==> config.mk <==
export PLATFORM = sky130hd
export DESIGN_NAME = dac_channel_bank
export DESIGN_NICKNAME = d
export VERILOG_FILES = /design/src/rtl/dac_bank_pkg.sv /design/src/rtl/dac_spi_tx.sv /design/src/rtl/dac_channel_bank.sv
export SDC_FILE = /design/constraint.sdc
export NUM_CORES = 1
export LEC_CHECK = 0
export CAP_MARGIN = 20
export CORE_MARGIN = 2
export CORE_UTILIZATION = 56
export CTS_CLUSTER_SIZE = 16
export DETAILED_ROUTE_END_ITERATION = 12
export PLACE_DENSITY = 0.82
export SLEW_MARGIN = 20
export SYNTH_ARGS = -nofsm -noshare
export SYNTH_HDL_FRONTEND = slang
export SYNTH_SLANG_ARGS = --single-unit
==> constraint.sdc <==
create_clock -name state_clk -period 5.8 [get_ports state_clk]
set_clock_uncertainty 0.2 [all_clocks]
set_input_delay 1.16 -clock state_clk [delete_from_list [all_inputs] [get_ports state_clk]]
set_output_delay 1.16 -clock state_clk [all_outputs]
set_load 0.02 [all_outputs]
==> src/rtl/dac_bank_pkg.sv <==
// Shared types and helpers for the DAC channel bank: FSM state encoding,
// SPI frame length, saturation limits and offset-binary conversions.
package dac_bank_pkg;

  typedef enum logic [2:0] {
    ST_IDLE,
    ST_FILTER,
    ST_LOAD,
    ST_SHIFT,
    ST_GAP
  } state_t;

  localparam int          FRAME_BITS = 24;
  localparam logic [17:0] D_MAX      = 18'h1ffff;
  localparam logic [17:0] D_MIN      = 18'h20000;
  localparam logic [15:0] OUT_MAX    = 16'h7fff;
  localparam logic [15:0] OUT_MIN    = 16'h8000;
  localparam logic [15:0] CODE_MID   = 16'h8000;

  // Offset-binary to two's complement: flip the MSB.
  function automatic logic [15:0] offset_to_twos(input logic [15:0] v);
    return {~v[15], v[14:0]};
  endfunction

  // Two's complement to offset-binary: flip the MSB.
  function automatic logic [15:0] twos_to_offset(input logic [15:0] v);
    return {~v[15], v[14:0]};
  endfunction

endpackage

==> src/rtl/dac_spi_tx.sv <==
// AD5662-style serializer: one 24-bit frame (8'h00 + 16-bit code), MSB first.
// SCLK idles low; each bit period starts with a rising edge (din updates)
// and the DAC samples on the following falling edge. sync_n of the target
// channel stays low from the load edge until after the last falling edge.
module dac_spi_tx
  import dac_bank_pkg::*;
#(
  parameter int N_CH     = 8,
  parameter int SCLK_DIV = 2
) (
  input  logic            state_clk,
  input  logic            reset,
  input  logic            load,
  input  logic [15:0]     code,
  input  logic [2:0]      ch,
  output logic [N_CH-1:0] sync_n,
  output logic            sclk,
  output logic            din,
  output logic            done
);

  localparam int DW     = (SCLK_DIV > 1) ? $clog2(SCLK_DIV) : 1;
  localparam int HALVES = 2 * FRAME_BITS;

  logic                  active;
  logic [DW-1:0]         div_cnt;
  logic [5:0]            half_cnt;
  logic [FRAME_BITS-1:0] shreg;
  logic [FRAME_BITS-1:0] frame;
  logic                  half_end;

  assign frame    = {8'h00, code};
  assign half_end = (div_cnt == DW'(SCLK_DIV - 1));
  // done is high in the final state_clk cycle of the frame.
  assign done     = active && half_end && (half_cnt == 6'(HALVES - 1));

  // Frame sequencer: divide state_clk into SCLK half periods and shift bits.
  // NOTE: registers use non-blocking assignments so every flop samples the
  // pre-edge value of its neighbours, exactly like the hardware.
  always_ff @(posedge state_clk) begin
    if (reset) begin
      active   <= 1'b0;
      div_cnt  <= '0;
      half_cnt <= '0;
      shreg    <= '0;
      sync_n   <= '1;
      sclk     <= 1'b0;
      din      <= 1'b0;
    end else if (load) begin
      active   <= 1'b1;
      div_cnt  <= '0;
      half_cnt <= '0;
      shreg    <= frame << 1;
      sync_n   <= ~(N_CH'(1) << ch);
      sclk     <= 1'b1;
      din      <= frame[FRAME_BITS-1];
    end else if (active && half_end) begin
      div_cnt <= '0;
      if (done) begin
        active <= 1'b0;
        sync_n <= '1;
      end else begin
        half_cnt <= half_cnt + 6'd1;
        sclk     <= ~sclk;
        if (!sclk) begin
          din   <= shreg[FRAME_BITS-1];
          shreg <= shreg << 1;
        end
      end
    end else if (active) begin
      div_cnt <= div_cnt + 1'b1;
    end
  end

endmodule

==> src/rtl/dac_channel_bank.sv <==
// Multi-channel DAC front end: per-channel optional high-pass filter,
// noise deadzone, gain with saturation, threshold comparator and an SPI
// serializer with one SYNC_n line per channel.
// Optional feature: define DAC_CHANNEL_BANK_HPF_EN to build the per-channel
// HPF state array and multiplier; otherwise the raw sample is always used.
module dac_channel_bank
  import dac_bank_pkg::*;
#(
  parameter int N_CH     = 8,
  parameter int SCLK_DIV = 2,
  parameter int SYNC_GAP = 4
) (
  input  logic            state_clk,
  input  logic            reset,
  input  logic            in_valid,
  output logic            in_ready,
  input  logic [2:0]      in_ch,
  input  logic [15:0]     in_data,
  input  logic [15:0]     hpf_coeff,
  input  logic            hpf_en,
  input  logic [2:0]      gain,
  input  logic [6:0]      noise_suppress,
  input  logic [N_CH-1:0] ch_en,
  input  logic [15:0]     thrsh,
  input  logic            thrsh_pol,
  output logic [N_CH-1:0] thrsh_out,
  output logic [N_CH-1:0] dac_sync_n,
  output logic            dac_sclk,
  output logic            dac_din,
  output logic [15:0]     dac_register,
  output logic            busy
);

  localparam int CW = (N_CH > 1) ? $clog2(N_CH) : 1;
  localparam int GW = $clog2(SYNC_GAP + 1);

  state_t           fsm_state, fsm_next;
  logic [GW-1:0]    gap_cnt;
  logic             accept, spi_load, spi_done, ch_ok;
  logic [CW-1:0]    ch_idx;

  // Per-sample configuration captured on the accept cycle.
  logic [15:0]      s_data, s_thrsh;
  logic [2:0]       s_ch, s_gain;
  logic [6:0]       s_ns;
  logic             s_pol;
  logic [N_CH-1:0]  s_ch_en;

  logic signed [17:0] x;
  logic [15:0]        f_val, n_val, g_val, code, u_val;
  logic signed [16:0] f_ext, t_ext, n_ext;
  logic signed [22:0] g_wide;
  logic               thr_bit;

  assign accept   = in_valid && in_ready;
  assign ch_ok    = (int'(s_ch) < N_CH);
  assign ch_idx   = s_ch[CW-1:0];
  assign spi_load = (fsm_state == ST_LOAD);
  assign x        = {offset_to_twos(s_data), 2'b00};

`ifdef DAC_CHANNEL_BANK_HPF_EN
  logic [15:0]        s_coeff;
  logic               s_hpf_en;
  logic [31:0]        hpf_state [N_CH];
  logic signed [17:0] state_hi, d, coeff_op;
  logic signed [18:0] diff;
  logic signed [35:0] p;
  logic               unused_p;

  assign state_hi = hpf_state[ch_idx][31:14];
  assign diff     = {x[17], x} - {state_hi[17], state_hi};
  assign d        = (diff[18] != diff[17]) ? (diff[18] ? D_MIN : D_MAX) : diff[17:0];
  assign coeff_op = {1'b0, s_coeff, 1'b0};
  assign unused_p = ^{p[35], p[2:0]};

  // HPF product in FILTER, state accumulation in LOAD.
  // NOTE: the state array is cleared by a loop under reset, so synthesis
  // builds flops rather than RAM; fine for at most eight 32-bit entries.
  always_ff @(posedge state_clk) begin
    if (reset) begin
      for (int i = 0; i < N_CH; i++) hpf_state[i] <= '0;
      p        <= '0;
      s_coeff  <= '0;
      s_hpf_en <= 1'b0;
    end else begin
      if (accept) begin
        s_coeff  <= hpf_coeff;
        s_hpf_en <= hpf_en;
      end
      if (fsm_state == ST_FILTER) p <= d * coeff_op;
      if (fsm_state == ST_LOAD && ch_ok) hpf_state[ch_idx] <= hpf_state[ch_idx] + p[34:3];
    end
  end
`else
  logic unused_hpf;
  assign unused_hpf = ^{hpf_coeff, hpf_en};
`endif

  // Sample path: filter select, deadzone, gain saturation, code and compare.
  // NOTE: every variable gets a value at the top of the block so no path
  // leaves one unassigned and no latch is inferred.
  always_comb begin
    f_val  = x[17:2];
`ifdef DAC_CHANNEL_BANK_HPF_EN
    if (s_hpf_en) f_val = d[17:2];
`endif
    f_ext = {f_val[15], f_val};
    t_ext = {6'b0, s_ns, 4'b0};
    n_ext = '0;
    if (!f_ext[16] && f_ext > t_ext)      n_ext = f_ext - t_ext;
    else if (f_ext[16] && f_ext < -t_ext) n_ext = f_ext + t_ext;
    n_val  = n_ext[15:0];
    g_wide = {{7{n_val[15]}}, n_val} <<< s_gain;
    if (g_wide > 23'sd32767)       g_val = OUT_MAX;
    else if (g_wide < -23'sd32768) g_val = OUT_MIN;
    else                           g_val = g_wide[15:0];
    code    = s_ch_en[ch_idx] ? twos_to_offset(g_val) : CODE_MID;
    u_val   = twos_to_offset(f_val);
    thr_bit = s_ch_en[ch_idx] && (s_pol ? (u_val >= s_thrsh) : (u_val <= s_thrsh));
  end

  // FSM next state and handshake outputs.
  always_comb begin
    fsm_next = fsm_state;
    in_ready = 1'b0;
    busy     = 1'b1;
    case (fsm_state)
      ST_IDLE: begin
        in_ready = 1'b1;
        busy     = 1'b0;
        if (in_valid) fsm_next = ST_FILTER;
      end
      ST_FILTER: fsm_next = ch_ok ? ST_LOAD : ST_IDLE;
      ST_LOAD:   fsm_next = ST_SHIFT;
      ST_SHIFT:  if (spi_done) fsm_next = ST_GAP;
      ST_GAP:    if (gap_cnt == GW'(SYNC_GAP - 1)) fsm_next = ST_IDLE;
      default:   fsm_next = ST_IDLE;
    endcase
  end

  // State register, sample capture, gap counter and LOAD-time outputs.
  always_ff @(posedge state_clk) begin
    if (reset) begin
      fsm_state    <= ST_IDLE;
      gap_cnt      <= '0;
      thrsh_out    <= '0;
      dac_register <= CODE_MID;
      s_data       <= '0;
      s_thrsh      <= '0;
      s_ch         <= '0;
      s_gain       <= '0;
      s_ns         <= '0;
      s_pol        <= 1'b0;
      s_ch_en      <= '0;
    end else begin
      fsm_state <= fsm_next;
      gap_cnt   <= (fsm_state == ST_GAP) ? gap_cnt + 1'b1 : '0;
      if (accept) begin
        s_data  <= in_data;
        s_thrsh <= thrsh;
        s_ch    <= in_ch;
        s_gain  <= gain;
        s_ns    <= noise_suppress;
        s_pol   <= thrsh_pol;
        s_ch_en <= ch_en;
      end
      if (fsm_state == ST_LOAD) begin
        dac_register      <= code;
        thrsh_out[ch_idx] <= thr_bit;
      end
    end
  end

  dac_spi_tx #(
    .N_CH     (N_CH),
    .SCLK_DIV (SCLK_DIV)
  ) u_spi_tx (
    .state_clk (state_clk),
    .reset     (reset),
    .load      (spi_load),
    .code      (code),
    .ch        (s_ch),
    .sync_n    (dac_sync_n),
    .sclk      (dac_sclk),
    .din       (dac_din),
    .done      (spi_done)
  );

endmodule

==> metrics.md <==
| Metric | Value |
|---|---|
| Mapped Nets | 1106 |
| Sequential area share after synthesis | 32.44% |
| Min Hold Slack | around 0.23 ns |
| Worst-margin pin slew | 1.101 ns |
| Pre-CTS setup slack | between 0.6 and 0.7 ns |
| Most common cell on crit path | a21oi_1 |
| Detailed Routing Iterations Pass 1 | 5 |
| Max Slew Vio Count | 0 |
| Slowest CP cell | o41ai_4 |
| Switch share | 31.51% |
| Syn. warnings | 0 |
| Largest net degree at the start of global routing | 62 |
| FILL cells | around 1100 |
| Pwr Density | approximately 310 nW/µm² |
| Clock sink count | about 130 |
| IO buf count | roughly 90 |
| Critical path arrival | 5.47 ns |
| Net load switching power | a little over 0.9 mW |
| Worst Hold Path Cells | 1 |
| Logic pwr share | 27.8% |
| Area leader, netlist | dfxtp_1 |
| PostCTS Resize Cnt | 0 |
| Critical path class | reg -> reg |
| Register area | 2502 µm² |
| Total power | 2.933 mW |
| Cell-internal power | roughly 2 mW |
| Die W | between 100 and 150 µm |
| CP top delay family | compound AO/OA/AOI/OAI gates |
| Fin crit share | between 90 and 100% |
| Library cells used by synthesis | 88 |
| Vias in the first global route | 7130 |
| Synth cell count leaders | 180 x nand2_1, 125 x dfxtp_1, 95 x a21oi_1 |
| Worst skew pair latency | about 0.42 ns |
| Initial Utilization | between 50% and 60% |
| Initial drt markers | just under 600 |
| Final Hold Fails | 0 |
| GP Congestion | ~0.90 |
| Number of synthesized flops with an enable pin | 0 |
| Number of vias per cell | between 5 and 6 |
| Postcts setup bufs | 0 |
| Finished Cell Area | slightly above 9000 µm² |
| Crit path depth | 17 |
| Max incr delay on CP | roughly 0.60 ns |
| Layout Cells excl Fill | 1234 |
| Core ar. | approximately 13000 µm² |
| Startpoint Class | flop |
| Ant diodes | 0 |
| Detailed-route via count | ~7400 |
| Fmax | 186.5 MHz |
| Top cell type's share of synthesized area | roughly a third |
| Critical path data required time | roughly 6 ns |
| P_leak | between 3 and 4 nW |
| Crit path buffers/inverters | 1 |
| Die area | between 10000 and 15000 µm² |
| CP max FO | 10 |
| DP Cell Count | between 1000 and 1500 |
| Final worst setup slack | between 0.4 and 0.5 ns |
| Final Util | 69.85% |
| Die Y | about 120 µm |
| First-pass GRT wire length | about 34000 µm |
| Mapped cell area | slightly below 8000 µm² |
| Mean area per synthesized cell | between 7 and 8 µm² |
| Clock period minus final worst setup slack | around 5.4 ns |
| Max clock buf depth | 2 |
| Antenna viol nets, final | 0 |
| TritonCTS Buffers | 17 |
| Worst vdd ir | ~0.23 mV |
| Max_slew headroom | 26.59% |
| Area growth, synth to finish | 20.88% |
| Post-synthesis cell count | 983 |
| Reg2Reg Depth | 17 |
| Clock network power share | roughly two fifths |
| Ys flop type | dfxtp_1 |
| Htree depth | 4 |
| Register bit total from synthesis | ~130 |
| Area taken by multi-input logic gates | just under 5000 µm² |
| Number of antenna violations at the first check in global routing | 0 |
| Max Cap Viol | 0 |
| Async set-or-reset flop fraction in the synthesized netlist | 0% |
| Grt total ovfl | 0 |
| Io pins | 110 |
| RSZ-0062 raised after global routing | false |
| # hold bufs at CTS | 0 |
| Final setup viols | 0 |
| CP endpoint kind | flop |
| Status | finished, final reports clean |
| Final #Nets | around 1200 |
| Worst-path cell chain | inv_1 -> ha_1 -> nand3_1 -> nor3_1 -> nand2b_1 -> ha_1 -> a21oi_1 -> o21ai_1 -> a21oi_1 -> nand3_2 -> a21oi_1 -> nand4_1 -> and4_4 -> o41ai_4 -> o211a_1 -> or3b_1 -> a311oi_1 |
| CTS tree | yes |
| Setup TNS Final | 0 ns |
| Fraction of layout cells with a size suffix above 1 | a little under 8% |
| Root Driver | clkbuf_16 |
| DP HPWL | about 14000 µm |
| Flop pwr share | 32.7% |
| Worst-path clk slew | roughly 0.060 ns |
| Routed WL | 20510 µm |
| Drt wl/cell | about 17 µm |
| # DRC | 0 |
| Placed cell areas | a little under 9000 µm² |
| Synth top area cells | dfxtp_1 32%, nand2_1 8.8%, ha_1 7.6%, a21oi_1 6.2%, o21ai_0 3.4% |
| GRT Total Usage | 28.74% |
| Most common cell in the synthesized netlist | nand2_1 |
| Site Rows | 42 |
| HP Class | reg -> reg |
-- power groups by stage --
stage               combinational (mW)  clock (mW)  sequential, mW
floorplan                        0.613           0           0.957
global placement                 0.775           0           0.973
detailed placement               0.791           0           0.974
CTS                              0.804        1.17           0.957
global route                     0.897        1.20           0.965
finish                           0.815        1.16           0.959
-- path summary, 6_finish.rpt --
path,startpoint,endpoint,slack [ns]
min,gap_cnt[0],gap_cnt[0],0.23
min reg2reg,gap_cnt[0],gap_cnt[0],0.23
max reg2reg,s_ns[1],u_spi_tx.shreg[11],0.44
max,s_ns[1],u_spi_tx.shreg[11],0.44
-- flip-flops by register name, indices dropped and copies added (netlist names) --
signal,flops
ch_idx,3
u_spi_tx.sclk,1
s_ns,7
gap_cnt,3
thrsh_out,8
s_gain,3
s_ch_en,8
u_spi_tx.sync_n,8
s_pol,1
u_spi_tx.div_cnt,1
fsm_state,3
u_spi_tx.half_cnt,6
u_spi_tx.shreg,23
s_data,16
s_thrsh,16
u_spi_tx.din,1
u_spi_tx.active,1
dac_register,16
-- cells in the final DEF, fill, tap and decap left out, drive strengths merged, types with 6 or more instances in the layout --
cell type,n
nor4,10
or2,7
o21a,18
clkbuf,18
o22ai,8
a21oi,97
nor3,25
a31o,6
nor2b,10
ha,47
a211o,7
a211oi,12
nand4,11
nand2b,20
nand2,180
dfxtp,125
inv,39
buf,8
mux2,7
or3,11
mux2i,12
o21bai,8
nor2,68
clkdlybuf4s50,91
a311oi,8
a21o,15
nand3b,7
o21ai,64
xnor2,6
nand3,14
-- area by class of cell --
type                    instances  area share [%]
multi-input cells             765           52.01
clock buffers                  18           4.603
clock inverters                14           2.308
inverters                      37           1.490
repair buffers                 99           10.39
flip-flops and latches        125           26.84
well taps                     176           2.362
-- per-layer routing --
layer | wire (µm) | vias up | global-route usage [%]
li1 | - | 3650 | -
met1 | 9198 | 3425 | 36.95
met2 | 9540 | 273 | 47.68
met3 | 1335 | 40 | 6.297
met4 | 433 | 0 | 9.770
met5 | 0 | - | 0
-- cells by family (layout without fill, tap and decap cells) --
kind of cell               Yosys count  after routing  share of synthesized area, %
adders and majority gates           49             49                         8.143
muxes                               23             23                         3.747
xor gates and xnor gates            11             11                         1.249
AOI/OAI and AO/OA                  298            298                         26.26
buffers and inverters               93            168                         4.736
DFF                                125            125                         32.44
and+or+nand+nor                    384            384                         23.42
Power figures use the tool's default switching activity.
==> RTL edit, RTL diff (same flow settings) <==
The 5 states of `state_t` get a one-hot encoding in 5 bits.
--- a/src/rtl/dac_bank_pkg.sv
+++ b/src/rtl/dac_bank_pkg.sv
@@ -4,8 +4,8 @@
 
-  typedef enum logic [2:0] {
-    ST_IDLE,
-    ST_FILTER,
-    ST_LOAD,
-    ST_SHIFT,
-    ST_GAP
+  typedef enum logic [4:0] {
+    ST_IDLE   = 5'b00001,
+    ST_FILTER = 5'b00010,
+    ST_LOAD   = 5'b00100,
+    ST_SHIFT  = 5'b01000,
+    ST_GAP    = 5'b10000
   } state_t;
Formal check against the unedited RTL: no difference found for any inputs over 4 cycles, from zero or initial values and one cycle with reset high; so few cycles prove little.
==> RTL edit against the unedited design <==
- design area up 0.56%
- total power shrank 6.4%
- clock power shrank 13%
- routed wire length rose by 1.9%
- hold slack got worse by 0.0097 ns
- sequential cell count is 2 higher
- setup slack improved by 0.33 ns
- area after synthesis increased by 1.9%
- cell count increased by 1.4%
- critical path depth fell by 2
- critical path type unchanged
- largest power group unchanged
- highest routed layer unchanged
==> RTL edit: results (changes against the unedited design) <==
Worst Path Arrival = 5.14 ns (was 5.47 ns)
final RePlAce weighted congestion = 0.964 (was 0.896)
vias in the first global route = 7111 (was 7130)
M1 GR Usage = 0.377 (was 0.370)
Final Cell Area = 9380 um^2 (was 9320 um^2)
# placed instances = 1220 (was 1202)
fraction of area in registers = 0.271 (was 0.268)
Final Routed Wirelength = 20900 um (was 20500 um)
Highest Clock Rate = 0.199 GHz (was 0.186 GHz)
first-pass GRT wire length = 34200 um (was 33800 um)
Layout Cells excl Fill = 1251 (was 1234)
CP peak stage delay = 0.52 ns (was 0.60 ns)
Comb. pwr = 788 uW (was 815 uW)
average size of a mapped cell = 7.85 um^2 (about the same)
relative slew slack = 0.327 (was 0.266)
Synth area leaders = dfxtp_1, nand2_1, ha_1 (unchanged)
register area share after synthesis = 0.323 (was 0.324)
multi-input gates = 769 (was 765)
Inverters = 45 (was 37)
Post-DP Area = 8810 um^2 (was 8680 um^2)
fraction of power spent switching nets = 0.345 (was 0.315)
run status = completed (unchanged)
Flop pwr share = 0.346 (was 0.327)
clock buffers = 17 (was 18)
Seq cells = 127 (was 125)
share of cells above drive strength 1 = 0.0766 (was 0.0784)
R2R depth = 15 (was 17)
Post-synth top cells = nand2_1, dfxtp_1, a21oi_1 (unchanged)
Hold WS = 0.223 ns (was 0.233 ns)
routed wl met2 = 9600 um (was 9540 um)
vias post-DR = 7726 (was 7388)
VDD IR max = 0.215 mV (was 0.225 mV)
FF-to-FF End = dac_register[1] (was u_spi_tx.shreg[11])
Pint = 1800 uW (was 2010 uW)
wire length on met3 = 1670 um (was 1340 um)
Total GRT Usage = 0.287 (about the same)
HPWL after DPL = 14700 um (was 14300 um)
grt met3 use = 0.0739 (was 0.0630)
WHS Path Cells = 1 (unchanged)
pre-CTS setup slack = 0.879 ns (was 0.603 ns)
non-clock buffer share of cell area = 0.103 (was 0.104)
ClkCell Share = 0.0595 (was 0.0691)
slowest library cell on the worst path = o21ai_1 (was o41ai_4)
post-synth net total = 1124 (was 1106)
Worst setup endpoint = dac_register[1] (was u_spi_tx.shreg[11])
largest net degree at the start of global routing = 84 (was 62)
-- RTL edit: changes by cell type after synthesis, sizes merged, moves of 6 or more --
| cell | before | now |
|---|---|---|
| a211o | 7 | 13 |
| a21oi | 97 | 90 |
| a31oi | 5 | 17 |
| inv | 37 | 44 |
| nand2 | 180 | 187 |
| nand3 | 14 | 25 |
| nand4 | 11 | 17 |
| nor2 | 68 | 62 |
| o21ai | 64 | 43 |
| o21bai | 8 | 2 |
| o31ai | 5 | 13 |
-- RTL edit: kinds of logic (layout without fill, tap and decap cells) --
family / Yosys count / in the layout / synth area share
buffers and inverters: 105 / 175 / 0.0528
adder cells (fa/ha/maj): 49 / 49 / 0.0799
XOR/XNOR: 12 / 12 / 0.0134
AND/OR/NAND/NOR: 401 / 401 / 0.240
flip-flops: 127 / 127 / 0.323
AO/OA/AOI/OAI: 288 / 288 / 0.259
multiplexers: 19 / 19 / 0.0315
